==> config.mk <==
export PLATFORM = sky130hd
export DESIGN_NAME = alu_cmd_sequencer
export DESIGN_NICKNAME = d
export VERILOG_FILES = /design/src/rtl/alu_seq_pkg.sv /design/src/rtl/alu_seq_fifo.sv /design/src/rtl/alu_cmd_sequencer.sv
export SDC_FILE = /design/constraint.sdc
export NUM_CORES = 1
export LEC_CHECK = 0
export BUFFER_PORTS_ARGS = -buffer_cell sky130_fd_sc_hd__buf_2
export CAP_MARGIN = 15
export CORE_MARGIN = 1
export CORE_UTILIZATION = 50
export DETAILED_ROUTE_END_ITERATION = 8
export PLACE_DENSITY_LB_ADDON = 0.25
export SYNTH_ARGS = -nofsm -noshare
export SYNTH_HDL_FRONTEND = slang
export SYNTH_SLANG_ARGS = --single-unit
==> constraint.sdc <==
create_clock -name clk -period 3.3 [get_ports clk]
set_clock_uncertainty 0.2 [all_clocks]
set_input_delay 0.33 -clock clk [delete_from_list [all_inputs] [get_ports clk]]
set_output_delay 0.33 -clock clk [all_outputs]
set_load 0.005 [all_outputs]
==> src/rtl/alu_seq_pkg.sv <==
// -----------------------------------------------------------------------------
// alu_seq_pkg
// Shared widths, flag bit positions, state encoding and command record for the
// ALU command sequencer and its command FIFO.
// No ports (package).
// -----------------------------------------------------------------------------
package alu_seq_pkg;

    localparam int OPCO_W = 4;
    localparam int DATA_W = 8;
    localparam int RES_W  = 16;
    localparam int FLAG_W = 5;

    // Bit positions inside rsp_flags.
    localparam int FLG_CARRY = 0;
    localparam int FLG_LOG   = 1;
    localparam int FLG_ZERO  = 2;
    localparam int FLG_SHIFT = 3;
    localparam int FLG_DONE  = 4;

    localparam int CMD_W = OPCO_W + 2 * DATA_W;

    typedef enum logic [1:0] {
        IDLE,
        SETTLE,
        RESPOND
    } seq_state_t;

    // One buffered command as it sits in the FIFO.
    typedef struct packed {
        logic [OPCO_W-1:0] opco;
        logic [DATA_W-1:0] a;
        logic [DATA_W-1:0] b;
    } alu_cmd_t;

endpackage

==> src/rtl/alu_seq_fifo.sv <==
// -----------------------------------------------------------------------------
// alu_seq_fifo
// Synchronous FIFO with first-word fall-through read (rdata always shows the
// head entry). Push while full and pop while empty are ignored.
// Ports:
//   clk, rst      clock, asynchronous active-high reset
//   push, wdata   write request and data
//   pop           remove head entry
//   rdata         head entry (valid when !empty)
//   full, empty   occupancy flags
//   count         current occupancy, 0..DEPTH
// -----------------------------------------------------------------------------
module alu_seq_fifo #(
    parameter int WIDTH = 20,
    parameter int DEPTH = 4
) (
    input  logic                     clk,
    input  logic                     rst,
    input  logic                     push,
    input  logic                     pop,
    input  logic [WIDTH-1:0]         wdata,
    output logic [WIDTH-1:0]         rdata,
    output logic                     full,
    output logic                     empty,
    output logic [$clog2(DEPTH):0]   count
);

    localparam int AW = $clog2(DEPTH);

    logic [WIDTH-1:0] mem [DEPTH];
    logic [AW-1:0]    wr_ptr_q, wr_ptr_d;
    logic [AW-1:0]    rd_ptr_q, rd_ptr_d;
    logic [AW:0]      count_q, count_d;
    logic             do_push, do_pop;

    assign full  = (count_q == (AW+1)'(DEPTH));
    assign empty = (count_q == '0);
    assign count = count_q;
    assign rdata = mem[rd_ptr_q];

    // NOTE: every signal gets a default at the top of the block so no path leaves it unassigned (no latch).
    always_comb begin
        do_push  = push && !full;
        do_pop   = pop && !empty;
        // DEPTH is a power of two, so pointers wrap by plain overflow.
        wr_ptr_d = wr_ptr_q + AW'(do_push);
        rd_ptr_d = rd_ptr_q + AW'(do_pop);
        count_d  = count_q + (AW+1)'(do_push) - (AW+1)'(do_pop);
    end

    // NOTE: sequential state uses non-blocking assignments so all flops update from pre-edge values.
    always_ff @(posedge clk or posedge rst) begin
        if (rst) begin
            wr_ptr_q <= '0;
            rd_ptr_q <= '0;
            count_q  <= '0;
        end else begin
            wr_ptr_q <= wr_ptr_d;
            rd_ptr_q <= rd_ptr_d;
            count_q  <= count_d;
        end
    end

    // NOTE: storage is deliberately not reset; count/pointers guarantee stale entries are never read.
    always_ff @(posedge clk) begin
        if (do_push) begin
            mem[wr_ptr_q] <= wdata;
        end
    end

endmodule

==> src/rtl/alu_cmd_sequencer.sv <==
// -----------------------------------------------------------------------------
// alu_cmd_sequencer
// Initiator for the combinational 8-bit ALU. Commands {opco, a, b} are buffered
// in a FIFO, driven onto the ALU one at a time, held for SETTLE_CYCLES, then the
// ALU result and flags are captured and returned on a valid/ready stream.
// Ports:
//   clk, rst                        clock, asynchronous active-high reset
//   cmd_valid/cmd_ready/cmd_*       command stream in
//   alu_init/alu_opco/alu_a/alu_b   registered ALU inputs
//   alu_out, alu_*flag              ALU result and flags
//   rsp_valid/rsp_ready/rsp_*       response stream out
//   busy, fifo_count                status
// Optional: define ALU_CMD_SEQUENCER_STATS_EN to add saturating stat_ops and
// stat_zero response counters.
// -----------------------------------------------------------------------------
module alu_cmd_sequencer
    import alu_seq_pkg::*;
#(
    parameter int FIFO_DEPTH    = 4,
    parameter int SETTLE_CYCLES = 2
) (
    input  logic                          clk,
    input  logic                          rst,
    input  logic                          cmd_valid,
    output logic                          cmd_ready,
    input  logic [OPCO_W-1:0]             cmd_opco,
    input  logic [DATA_W-1:0]             cmd_a,
    input  logic [DATA_W-1:0]             cmd_b,
    output logic                          alu_init,
    output logic [OPCO_W-1:0]             alu_opco,
    output logic [DATA_W-1:0]             alu_a,
    output logic [DATA_W-1:0]             alu_b,
    input  logic [RES_W-1:0]              alu_out,
    input  logic                          alu_carryflag,
    input  logic                          alu_logflag,
    input  logic                          alu_zeroflag,
    input  logic                          alu_shiftflag,
    input  logic                          alu_doneflag,
    output logic                          rsp_valid,
    input  logic                          rsp_ready,
    output logic [OPCO_W-1:0]             rsp_opco,
    output logic [RES_W-1:0]              rsp_data,
    output logic [FLAG_W-1:0]             rsp_flags,
    output logic                          busy,
`ifdef ALU_CMD_SEQUENCER_STATS_EN
    output logic [15:0]                   stat_ops,
    output logic [15:0]                   stat_zero,
`endif
    output logic [$clog2(FIFO_DEPTH):0]   fifo_count
);

    // Wide enough to hold SETTLE_CYCLES-1.
    localparam int CNT_W = (SETTLE_CYCLES > 1) ? $clog2(SETTLE_CYCLES) : 1;

    seq_state_t        state_q, state_d;
    logic [CNT_W-1:0]  settle_cnt_q, settle_cnt_d;
    logic              alu_init_q, alu_init_d;
    logic [OPCO_W-1:0] alu_opco_q, alu_opco_d;
    logic [DATA_W-1:0] alu_a_q, alu_a_d;
    logic [DATA_W-1:0] alu_b_q, alu_b_d;
    logic              rsp_valid_q, rsp_valid_d;
    logic [OPCO_W-1:0] rsp_opco_q, rsp_opco_d;
    logic [RES_W-1:0]  rsp_data_q, rsp_data_d;
    logic [FLAG_W-1:0] rsp_flags_q, rsp_flags_d;

    alu_cmd_t head;
    logic     fifo_full, fifo_empty;
    logic     push, pop, capture, rsp_hs;

    assign cmd_ready = !fifo_full;
    assign push      = cmd_valid && cmd_ready;
    assign rsp_hs    = rsp_valid_q && rsp_ready;

    alu_seq_fifo #(
        .WIDTH (CMD_W),
        .DEPTH (FIFO_DEPTH)
    ) u_fifo (
        .clk   (clk),
        .rst   (rst),
        .push  (push),
        .pop   (pop),
        .wdata ({cmd_opco, cmd_a, cmd_b}),
        .rdata (head),
        .full  (fifo_full),
        .empty (fifo_empty),
        .count (fifo_count)
    );

    // State register.
    always_ff @(posedge clk or posedge rst) begin
        if (rst) begin
            state_q      <= IDLE;
            settle_cnt_q <= '0;
            alu_init_q   <= 1'b0;
            alu_opco_q   <= '0;
            alu_a_q      <= '0;
            alu_b_q      <= '0;
            rsp_valid_q  <= 1'b0;
            rsp_opco_q   <= '0;
            rsp_data_q   <= '0;
            rsp_flags_q  <= '0;
        end else begin
            state_q      <= state_d;
            settle_cnt_q <= settle_cnt_d;
            alu_init_q   <= alu_init_d;
            alu_opco_q   <= alu_opco_d;
            alu_a_q      <= alu_a_d;
            alu_b_q      <= alu_b_d;
            rsp_valid_q  <= rsp_valid_d;
            rsp_opco_q   <= rsp_opco_d;
            rsp_data_q   <= rsp_data_d;
            rsp_flags_q  <= rsp_flags_d;
        end
    end

    // Next-state logic.
    always_comb begin
        state_d      = state_q;
        settle_cnt_d = settle_cnt_q;
        case (state_q)
            IDLE: begin
                if (!fifo_empty) begin
                    state_d      = SETTLE;
                    settle_cnt_d = CNT_W'(SETTLE_CYCLES - 1);
                end
            end
            SETTLE: begin
                if (settle_cnt_q == '0) begin
                    state_d = RESPOND;
                end else begin
                    settle_cnt_d = settle_cnt_q - CNT_W'(1);
                end
            end
            RESPOND: begin
                // Return to IDLE only; the next pop happens one edge later.
                if (rsp_ready) begin
                    state_d = IDLE;
                end
            end
            default: state_d = IDLE;
        endcase
    end

    // Output / datapath logic.
    always_comb begin
        pop         = (state_q == IDLE) && !fifo_empty;
        capture     = (state_q == SETTLE) && (settle_cnt_q == '0);
        alu_init_d  = alu_init_q | pop;   // sticky until reset
        alu_opco_d  = alu_opco_q;
        alu_a_d     = alu_a_q;
        alu_b_d     = alu_b_q;
        rsp_valid_d = rsp_valid_q;
        rsp_opco_d  = rsp_opco_q;
        rsp_data_d  = rsp_data_q;
        rsp_flags_d = rsp_flags_q;

        if (pop) begin
            alu_opco_d = head.opco;
            alu_a_d    = head.a;
            alu_b_d    = head.b;
        end

        if (capture) begin
            rsp_valid_d            = 1'b1;
            rsp_opco_d             = alu_opco_q;
            rsp_data_d             = alu_out;
            rsp_flags_d[FLG_CARRY] = alu_carryflag;
            rsp_flags_d[FLG_LOG]   = alu_logflag;
            rsp_flags_d[FLG_ZERO]  = alu_zeroflag;
            rsp_flags_d[FLG_SHIFT] = alu_shiftflag;
            rsp_flags_d[FLG_DONE]  = alu_doneflag;
        end

        if (rsp_hs) begin
            rsp_valid_d = 1'b0;
        end
    end

    assign alu_init  = alu_init_q;
    assign alu_opco  = alu_opco_q;
    assign alu_a     = alu_a_q;
    assign alu_b     = alu_b_q;
    assign rsp_valid = rsp_valid_q;
    assign rsp_opco  = rsp_opco_q;
    assign rsp_data  = rsp_data_q;
    assign rsp_flags = rsp_flags_q;
    assign busy      = (state_q != IDLE) || !fifo_empty;

`ifdef ALU_CMD_SEQUENCER_STATS_EN
    logic [15:0] stat_ops_q, stat_ops_d;
    logic [15:0] stat_zero_q, stat_zero_d;

    always_comb begin
        stat_ops_d  = stat_ops_q;
        stat_zero_d = stat_zero_q;
        if (rsp_hs) begin
            if (stat_ops_q != 16'hFFFF) begin
                stat_ops_d = stat_ops_q + 16'd1;
            end
            if (rsp_flags_q[FLG_ZERO] && (stat_zero_q != 16'hFFFF)) begin
                stat_zero_d = stat_zero_q + 16'd1;
            end
        end
    end

    always_ff @(posedge clk or posedge rst) begin
        if (rst) begin
            stat_ops_q  <= '0;
            stat_zero_q <= '0;
        end else begin
            stat_ops_q  <= stat_ops_d;
            stat_zero_q <= stat_zero_d;
        end
    end

    assign stat_ops  = stat_ops_q;
    assign stat_zero = stat_zero_q;
`endif

endmodule

==> flow_metrics.tcl <==
set metrics [dict create \
    start_util 0.519 \
    final_common_cell "buf_2" \
    post_dp_cell_area_um2 5780 \
    setup_tns_ns 0 \
    slew_viol_final 0 \
    hold_path_depth 4 \
    grt_pass1_vias 2667 \
    min_period_over_period 0.749 \
    cp.required_ns 3.49 \
    setup_violations 0 \
    die_w_um 103 \
    ys_seq_elements 137 \
    clock_sinks 137 \
    min_from "cmd_valid" \
    p_leak_nw 2.72 \
    cts_setup_buffers 0 \
    antenna_left 0 \
    seq_area_frac_synth 0.747 \
    grt_pass1_wl_um 13400 \
    synth_adder_area_share 0.00879 \
    die-area_um2 10700 \
    numCtsBuffers 17 \
    status "complete, no violations" \
    drt_pass1_iterations 4 \
    clkLatencyLatePin_ns 0.51 \
    critical_path_class "register to register" \
    viasPerCell 4.92 \
    cts-root-buf "clkbuf_8" \
    netlist_instances 247 \
    std_cell_rows 36 \
    whs_ns 0.133 \
    period_minus_slack_ns 2.47 \
    synth_top_area_frac 0.469 \
    synth_area_leaders "edfxtp_1 (47%), dfrtp_1 (28%), mux2_2 (9.9%)" \
    synth_warnings 0 \
    coreArea_um2 9860 \
    cap_viol_max_count 0 \
    fin_area_um2 6780 \
    p_per_area_nw_per_um2 935 \
    fin_nets 452 \
    stdcell_count 550 \
    clk_pin_slew_ns 0.06 \
    yosys-mux-area-fraction 0.188 \
    cts_resized 0 \
    dpl.hpwl_um 5260 \
    grtUsageTotal 0.183 \
    n_antenna_cell 0 \
    startpoint "state_q[0]" \
    reg2reg_from "state_q[0]" \
    grt_max_degree 33 \
    htreeDepth 4 \
    portBuffers 96 \
    avgSynthCellArea_um2 20.7 \
    drc 0 \
    synthSimpleGateAreaFrac 0.0242 \
    dieHeight_um 103 \
    synth_top_family_by_area "multiplexers" \
    ys_types 28 \
    register_area_um2 3830 \
    synth_top_area_cell "edfxtp_1" \
    wl_per_cell_um 16.4 \
    ios 97 \
    ff2ff_path_depth 8 \
    worstPathMaxFanout 26 \
    hold_violations 0 \
    slew_headroom 0.291 \
    antenna_found_initial 0 \
    synthXorXnorAreaFrac 0.00855 \
    worst_pin_slew_ns 1.06 \
    postRouteWirelength_um 9040 \
    drive_gt1_frac 0.492 \
    syn-num-nets 295 \
    final_cell_mix "buf_2 (96), edfxtp_1 (80), dfrtp_1 (57), mux2_2 (45), dlygate4sd3_1 (43)" \
    grt_overflow 0 \
    fillCellCount 636 \
    cts_tree "yes" \
    drt_iter0_markers 91 \
    dp.cells 475 \
    cts_buffer_depth 2 \
    peakVddDrop_v 0.000412 \
    max_freq_ghz 0.405 \
    startpoint_type "register" \
    rsz0062_at_grt "no" \
    synth_area_um2 5120 \
    synth_compound_area_frac 0.00586 \
    syn_to_final_growth_pct 32.3 \
    multi_input_area_um2 1220 \
    place.gp.congestion 0.737 \
    hp-class "input port to register" \
    crit_arrival_ns 2.66 \
    endpoint_kind "register" \
    via_count 2707 \
]
==> per-stage QoR <==
step                      utilization  power [mW]  setup WS [ns]
after global routing            0.687        6.71          0.651
after global placement          0.586        4.51          0.943
after detailed placement        0.586        4.58          0.848
after floorplan                     -        3.96          0.411
after CTS                       0.687        6.39          0.840
final                           0.687        6.33          0.830
==> flip-flops by register name (all words and copies together), names as in the netlist, 3 cells and up <==
| register | cells |
|---|---|
| u_fifo.mem | 80 |
| u_fifo.count | 3 |
| rsp_opco | 4 |
| rsp_data | 16 |
| alu_b | 8 |
| alu_opco | 4 |
| alu_a | 8 |
| rsp_flags | 5 |
==> path summary, 6_finish.rpt <==
| check | to | slack [ns] |
|---|---|---|
| max in group asynchronous | alu_b[3] | 1.99 |
| max | u_fifo.count[2] | 0.83 |
| max reg2reg | u_fifo.count[2] | 0.83 |
| min in group asynchronous | rsp_flags[1] | 0.24 |
| min | u_fifo.wr_ptr_q[0] | 0.13 |
| min reg2reg | alu_init | 0.27 |
==> worst max-delay path, stage by stage (launching register included) <==
cell and delay [ns]:
dfrtp_1 0.44, nor2_1 0.29, nand2_4 0.28, o21ai_0 0.26, ha_1 0.19, inv_1 0.05, fa_1 0.37, xnor2_1 0.14
xnor2_1 0.13
==> report_power, final <==
group          leakage (nW)  internal [mW]  switching, mW
combinational          1.04           1.07          0.738
clock                 0.285           1.08          0.685
sequential             1.40           2.41          0.348
total                  2.72           4.56           1.77
==> metal layers <==
metal | wire length [µm] | vias up | track usage | share of wire
met1 | 3960 | 1341 | 0.220 | 0.44
met5 | 0 | - | 0 | 0
li1 | - | 1265 | - | -
met3 | 490 | 14 | 0.0591 | 0.054
met2 | 4460 | 87 | 0.302 | 0.49
met4 | 138 | 0 | 0.0878 | 0.015
==> what timing repair did <==
| action | in CTS | in global routing |
|---|---|---|
| hold buffers | 43 | 0 |
| endpoints found under the setup margin | 0 | 0 |
| endpoints found under the hold margin | 133 | 0 |
==> synth_stat cells <==
library cell and count:
nand3_1 1, o21ai_0 3, nand2b_1 3, mux4_2 18
buf_6 4, a21o_1 1, mux4_1 2, nand2_4 1
ha_1 2, mux2_2 45, nor2_2 1, xnor2_1 4
nor3b_1 2, buf_4 2, or3_4 1, nor2_1 3
dfrtp_1 57, and3_1 1, edfxtp_1 80, inv_1 5
o31ai_1 1, nand2_1 3, nor3_1 1, clkbuf_1 2
or3b_2 1, nand2b_4 1, fa_1 1, xor2_1 1
==> logic make-up (layout without fill, tap and decap cells) <==
logic type	Yosys count	in the layout
AOI/OAI and AO/OA	5	5
xor gates and xnor gates	5	5
adders and majority gates	3	3
buffers and inverters	13	183
DFF	137	137
muxes	65	65
and+or+nand+nor	19	19
==> area by class of cell <==
| type | count | area share |
|---|---|---|
| clock inverters | 10 | 0.0131 |
| multi-input cells | 97 | 0.180 |
| repair buffers | 146 | 0.144 |
| flip-flops and latches | 137 | 0.565 |
| well taps | 133 | 0.0246 |
| inverters | 5 | 0.00277 |
| clock buffers | 22 | 0.0700 |
Note: power is estimated with default switching activity, not from simulation.
